$ cat config.mk
export PLATFORM = sky130hd
export DESIGN_NAME = seq_divider_32
export DESIGN_NICKNAME = d
export VERILOG_FILES = /design/src/rtl/alu_pkg.sv /design/src/rtl/div_sub_step.sv /design/src/rtl/seq_divider_32.sv
export SDC_FILE = /design/constraint.sdc
export NUM_CORES = 1
export LEC_CHECK = 0
export ABC_AREA = 1
export BUFFER_PORTS_ARGS = -buffer_cell sky130_fd_sc_hd__buf_4
export CORE_MARGIN = 2
export CORE_UTILIZATION = 25
export CTS_CLUSTER_SIZE = 28
export DETAILED_ROUTE_END_ITERATION = 8
export HOLD_SLACK_MARGIN = 0.15
export PLACE_DENSITY_LB_ADDON = 0.05
export REMOVE_ABC_BUFFERS = 1
export SLEW_MARGIN = 20
export SYNTH_ARGS = -nofsm -noshare
export SYNTH_HDL_FRONTEND = slang
export SYNTH_HIERARCHICAL = 1
export SYNTH_SLANG_ARGS = --single-unit
$ cat constraint.sdc
create_clock -name clk -period 13.9 [get_ports clk]
set_clock_uncertainty 0.2 [all_clocks]
set_input_delay 0.695 -clock clk [delete_from_list [all_inputs] [get_ports clk]]
set_output_delay 0.695 -clock clk [all_outputs]
set_load 0.005 [all_outputs]
$ cat src/rtl/alu_pkg.sv
`default_nettype none
// ============================================================================
//  Module   : alu_pkg
//  Purpose  : Shared ALU definitions: divider FSM state encodings and the
//             ALU op codes that route DIVU/REMU to the sequential divider.
//  Revision : 1.0 - initial release
// ============================================================================
package alu_pkg;

    // Divider FSM state encodings
    localparam logic [1:0] ST_IDLE   = 2'd0;
    localparam logic [1:0] ST_RUN    = 2'd1;
    localparam logic [1:0] ST_FINISH = 2'd2;

    // ALU op codes seen by the control unit
    localparam logic [3:0] ALU_ADD  = 4'd0;
    localparam logic [3:0] ALU_SUB  = 4'd1;
    localparam logic [3:0] ALU_AND  = 4'd2;
    localparam logic [3:0] ALU_OR   = 4'd3;
    localparam logic [3:0] ALU_XOR  = 4'd4;
    localparam logic [3:0] ALU_DIVU = 4'd8;
    localparam logic [3:0] ALU_REMU = 4'd9;

    // True for ops that must be launched on the sequential divider
    function automatic logic is_div_op(input logic [3:0] op);
        return (op == ALU_DIVU) || (op == ALU_REMU);
    endfunction

endpackage
`default_nettype wire

$ cat src/rtl/div_sub_step.sv
`default_nettype none
// ============================================================================
//  Module   : div_sub_step
//  Purpose  : One restoring-division step. Trial subtraction S - {0,D} built
//             from ripple adder slices (B inverted, carry-in 1); selects the
//             restored or updated partial remainder and the quotient bit.
//  Revision : 1.0 - initial release
// ============================================================================
module div_sub_step #(
    parameter int WIDTH = 32
) (
    input  logic [WIDTH:0]   s_i,
    input  logic [WIDTH-1:0] d_i,
    output logic [WIDTH:0]   r_next_o,
    output logic             q_bit_o
);

    logic [WIDTH:0]   w_b;
    logic [WIDTH:0]   w_diff;
    logic [WIDTH+1:0] w_carry;
    logic             w_borrow;

    assign w_b        = ~{1'b0, d_i};
    assign w_carry[0] = 1'b1;

    // Full-adder slices forming S + ~D + 1
    for (genvar i = 0; i <= WIDTH; i++) begin : g_slice
        assign w_diff[i]      = s_i[i] ^ w_b[i] ^ w_carry[i];
        assign w_carry[i+1]   = (s_i[i] & w_b[i]) | (w_carry[i] & (s_i[i] ^ w_b[i]));
    end

    // No carry out of the top slice means S < D
    assign w_borrow = ~w_carry[WIDTH+1];
    assign r_next_o = w_borrow ? s_i : w_diff;
    assign q_bit_o  = ~w_borrow;

endmodule
`default_nettype wire

$ cat src/rtl/seq_divider_32.sv
`default_nettype none
// ============================================================================
//  Module   : seq_divider_32
//  Purpose  : Multi-cycle unsigned restoring divider, one trial subtraction
//             per clock. Launched by start, reports completion on busy/done.
//  Revision : 1.0 - initial release
// ============================================================================
module seq_divider_32
    import alu_pkg::*;
#(
    parameter int WIDTH = 32,
    parameter int CNT_W = 6
) (
    input  logic             clk,
    input  logic             rst_n,
    input  logic             start,
    input  logic [WIDTH-1:0] dividend,
    input  logic [WIDTH-1:0] divisor,
    output logic             busy,
    output logic             done,
    output logic [WIDTH-1:0] quotient,
    output logic [WIDTH-1:0] remainder,
    output logic             div_by_zero
);

    logic [1:0]       state_q, state_d;
    logic [CNT_W-1:0] cnt_q, cnt_d;
    logic [WIDTH-1:0] q_q, q_d;
    logic [WIDTH:0]   r_q, r_d;
    logic [WIDTH-1:0] d_q, d_d;
    logic             busy_q, busy_d;
    logic             done_q, done_d;
    logic [WIDTH-1:0] quo_q, quo_d;
    logic [WIDTH-1:0] rem_q, rem_d;
    logic             dbz_q, dbz_d;

    logic [WIDTH:0]   w_s;
    logic [WIDTH:0]   w_r_next;
    logic             w_q_bit;
    // The MSB of R only exists so the trial subtraction cannot overflow;
    // after every step it is zero and it never feeds the next shift.
    logic             w_unused_r_msb;

    assign w_s            = {r_q[WIDTH-1:0], q_q[WIDTH-1]};
    assign w_unused_r_msb = r_q[WIDTH];

    div_sub_step #(
        .WIDTH    (WIDTH)
    ) u_step (
        .s_i      (w_s),
        .d_i      (d_q),
        .r_next_o (w_r_next),
        .q_bit_o  (w_q_bit)
    );

    // Next-state logic: FSM sequencing, shift-subtract iteration, result capture
    always_comb begin
        state_d = state_q;
        cnt_d   = cnt_q;
        q_d     = q_q;
        r_d     = r_q;
        d_d     = d_q;
        busy_d  = busy_q;
        done_d  = 1'b0;
        quo_d   = quo_q;
        rem_d   = rem_q;
        dbz_d   = dbz_q;
        case (state_q)
            ST_IDLE: begin
                if (start) begin
                    q_d     = dividend;
                    r_d     = '0;
                    d_d     = divisor;
                    cnt_d   = CNT_W'(WIDTH);
                    busy_d  = 1'b1;
                    dbz_d   = 1'b0;
                    state_d = (divisor == '0) ? ST_FINISH : ST_RUN;
                end
            end
            ST_RUN: begin
                r_d   = w_r_next;
                q_d   = {q_q[WIDTH-2:0], w_q_bit};
                cnt_d = cnt_q - CNT_W'(1);
                if (cnt_q == CNT_W'(1)) begin
                    state_d = ST_FINISH;
                end
            end
            ST_FINISH: begin
                // A zero divisor is the only way to reach FINISH with D == 0
                if (d_q == '0) begin
                    quo_d = '1;
                    rem_d = q_q;
                    dbz_d = 1'b1;
                end else begin
                    quo_d = q_q;
                    rem_d = r_q[WIDTH-1:0];
                end
                done_d  = 1'b1;
                busy_d  = 1'b0;
                state_d = ST_IDLE;
            end
            default: begin
                state_d = ST_IDLE;
            end
        endcase
    end

    // State and datapath registers with asynchronous clear
    always_ff @(posedge clk or negedge rst_n) begin
        if (!rst_n) begin
            state_q <= ST_IDLE;
            cnt_q   <= '0;
            q_q     <= '0;
            r_q     <= '0;
            d_q     <= '0;
            busy_q  <= 1'b0;
            done_q  <= 1'b0;
            quo_q   <= '0;
            rem_q   <= '0;
            dbz_q   <= 1'b0;
        end else begin
            state_q <= state_d;
            cnt_q   <= cnt_d;
            q_q     <= q_d;
            r_q     <= r_d;
            d_q     <= d_d;
            busy_q  <= busy_d;
            done_q  <= done_d;
            quo_q   <= quo_d;
            rem_q   <= rem_d;
            dbz_q   <= dbz_d;
        end
    end

    assign busy        = busy_q;
    assign done        = done_q;
    assign quotient    = quo_q;
    assign remainder   = rem_q;
    assign div_by_zero = dbz_q;

endmodule
`default_nettype wire
==> metrics.cfg <==
[grt]
grt_pass1_vias=7246
grt_use_total_pct=15.5
grt_antenna_before_repair=0
overflow=0
grt_first_pass_wirelength_mm=43.0
grt_max_degree=87

[timing]
slew_headroom_pct=38.7
post-route-period-util_pct=96.3
finalSetupViolCount=0
finalSetupTns_ps=0
slew_violations=0
hold_viol_final=0
worst_pin_slew_ps=920
fmax_ghz=0.0747
period_minus_slack_ps=13380
rsz0062_at_grt=no

[placement]
io_buffer_count=133
gp_congestion=0.707
place_inst=1563
hpwl_mm=18.8

[drt]
wl_per_cell_um=17.1
wl_mm=27.3
drt_iter0_drc=363
vias=6987
viasPerCell=4.38
drc=0
ant_nets=0
drtPass1Iterations=8

[clock_tree]
cts_buffers=17
ctsHtreeMaxLevel=4
ctsLongestPathBuffers=2
cts_tree=yes
clkLatencyLatePin_ps=440
cts.sinks=171
clkTransAtPathRegs_ps=70
cts_root_buffer=clkbuf_16

[power_and_ir_drop]
p_leak_uw=0.00513
combPwrFrac_pct=38.7
p_per_area_nw_per_um2=181
seqPwrFrac_pct=36.7
p_int_uw=1150
vdd_drop_max_v=0.0000879
p_sw_uw=770
power.share.clock_pct=24.6
p_sw_share_pct=40.1

[final_layout]
drive_above_1_share_pct=17.0
diodes=0
area_delta_synth_final_pct=21.6
fin_cells=1596
nNetsFinal=1230
fillCellCount=3760

[critical_path]
worstPathRequired_ps=14000
crit_path_frequent_cell=fa_1
crit_fanout=16
endpoint_kind=flip-flop
cp.arrival_ps=13480
worstSetupPathType=reg -> reg
start_kind=flip-flop
cpMaxStageDelayCell=fa_1
slowest_delay_ps=420

[min_path]
worstHoldPathType=in -> reg

[run_status]
outcome=completed

[floorplan]
fp.dieW_um=191
core_area_um2=34500
ioPinCount=134
start_util_pct=25.4
rows=68
die_h_um=191
dieArea_um2=36500

[logic_synthesis]
synth_cells=1025
yosysWarnings=6
synth_area_um2=8740
syn_area_per_cell_um2=8.53

[job]
drv_cap=0

==> flip-flops by register name (all words and copies together), names as in the netlist <==
name         cells
q_q             32
done             1
remainder       32
cnt_q            6
quotient        32
d_q             32
busy             1
div_by_zero      1
r_q             32
state_q          2
==> layer usage <==
layer  global-route usage [%]  wire (um)
met1                     20.5      12500
met5                        0          0
met2                     26.4      13700
met3                     2.57        812
met4                     3.85        261
==> final cells by class <==
type | instances | area [um2] | area share (%)
tap | 455 | 569 | 5.36
timing repair buffer | 142 | 1080 | 10.2
clock buffer | 20 | 447 | 4.20
multi-input combinational | 629 | 3500 | 33.0
inverter | 168 | 631 | 5.93
clock inverter | 11 | 113 | 1.06
sequential | 171 | 4280 | 40.3
==> through the flow <==
step / utilization (%) / total power (uW) / cell area, um2 / hold WS [ps] / setup WS, ps
after CTS: 30.8 / 1960 / 10600 / 248 / 316
after floorplan: - / 1190 / 8400 / 199 / 549
after detailed placement: 29.1 / 1470 / 10000 / 267 / 399
after global routing: 30.8 / 2110 / 10600 / 268 / 0.395
final: 30.8 / 1920 / 10600 / 267 / 516
after global placement: 29.1 / 1470 / 10000 / 265 / 510
==> worst paths after layout <==
kind,from,to,slack [ps],cells after the start
max,q_q[31],r_q[31],520,41
min,dividend[18],q_q[18],270,3
max reg2reg,q_q[31],r_q[31],520,41
min reg2reg,remainder[3],remainder[3],280,2
max in group asynchronous,rst_n,r_q[31],11590,3
min in group asynchronous,rst_n,quotient[6],570,2
==> critical path: cells and delay by family (launching register included) <==
family,cells,cell delay (ps)
flops,1,380
fa+ha+maj,32,11860
compound gates,1,80
buf+inv,4,260
simple gates,4,440
==> layout by cell type, fill, tap and decap left out, types with 2 or more instances in the layout <==
cell type  count
inv_2          3
a22oi_1       24
inv_6          2
nand4_1        9
clkinv_4       5
nor2_1        28
nor2_4         2
o211ai_2       2
ha_1           3
buf_4        139
nor2_2         3
clkbuf_16     17
clkinv_2       2
fa_1          30
nand2_1      280
o221ai_1       8
a21oi_1        2
o21ai_1       39
dfrtp_1      170
o211ai_1      31
clkbuf_1       2
o21ai_0      118
nand3_1       32
nand2_2        9
inv_1        165
==> what timing repair did <==
action,4_1_cts,5_1_grt
buffers inserted,0,0
hold buffers,1,0
hold endpoints to repair,49,0
gates resized for setup,0,5
endpoints found under the setup margin,0,32
==> power by group through the flow <==
stage | registers [uW] | clock network [uW] | logic (uW)
floorplan | 683 | 0 | 510
global placement | 717 | 0 | 754
detailed placement | 716 | 0 | 757
CTS | 707 | 489 | 763
global route | 723 | 509 | 882
finish | 705 | 472 | 743
(Power assumes the default switching activity.)
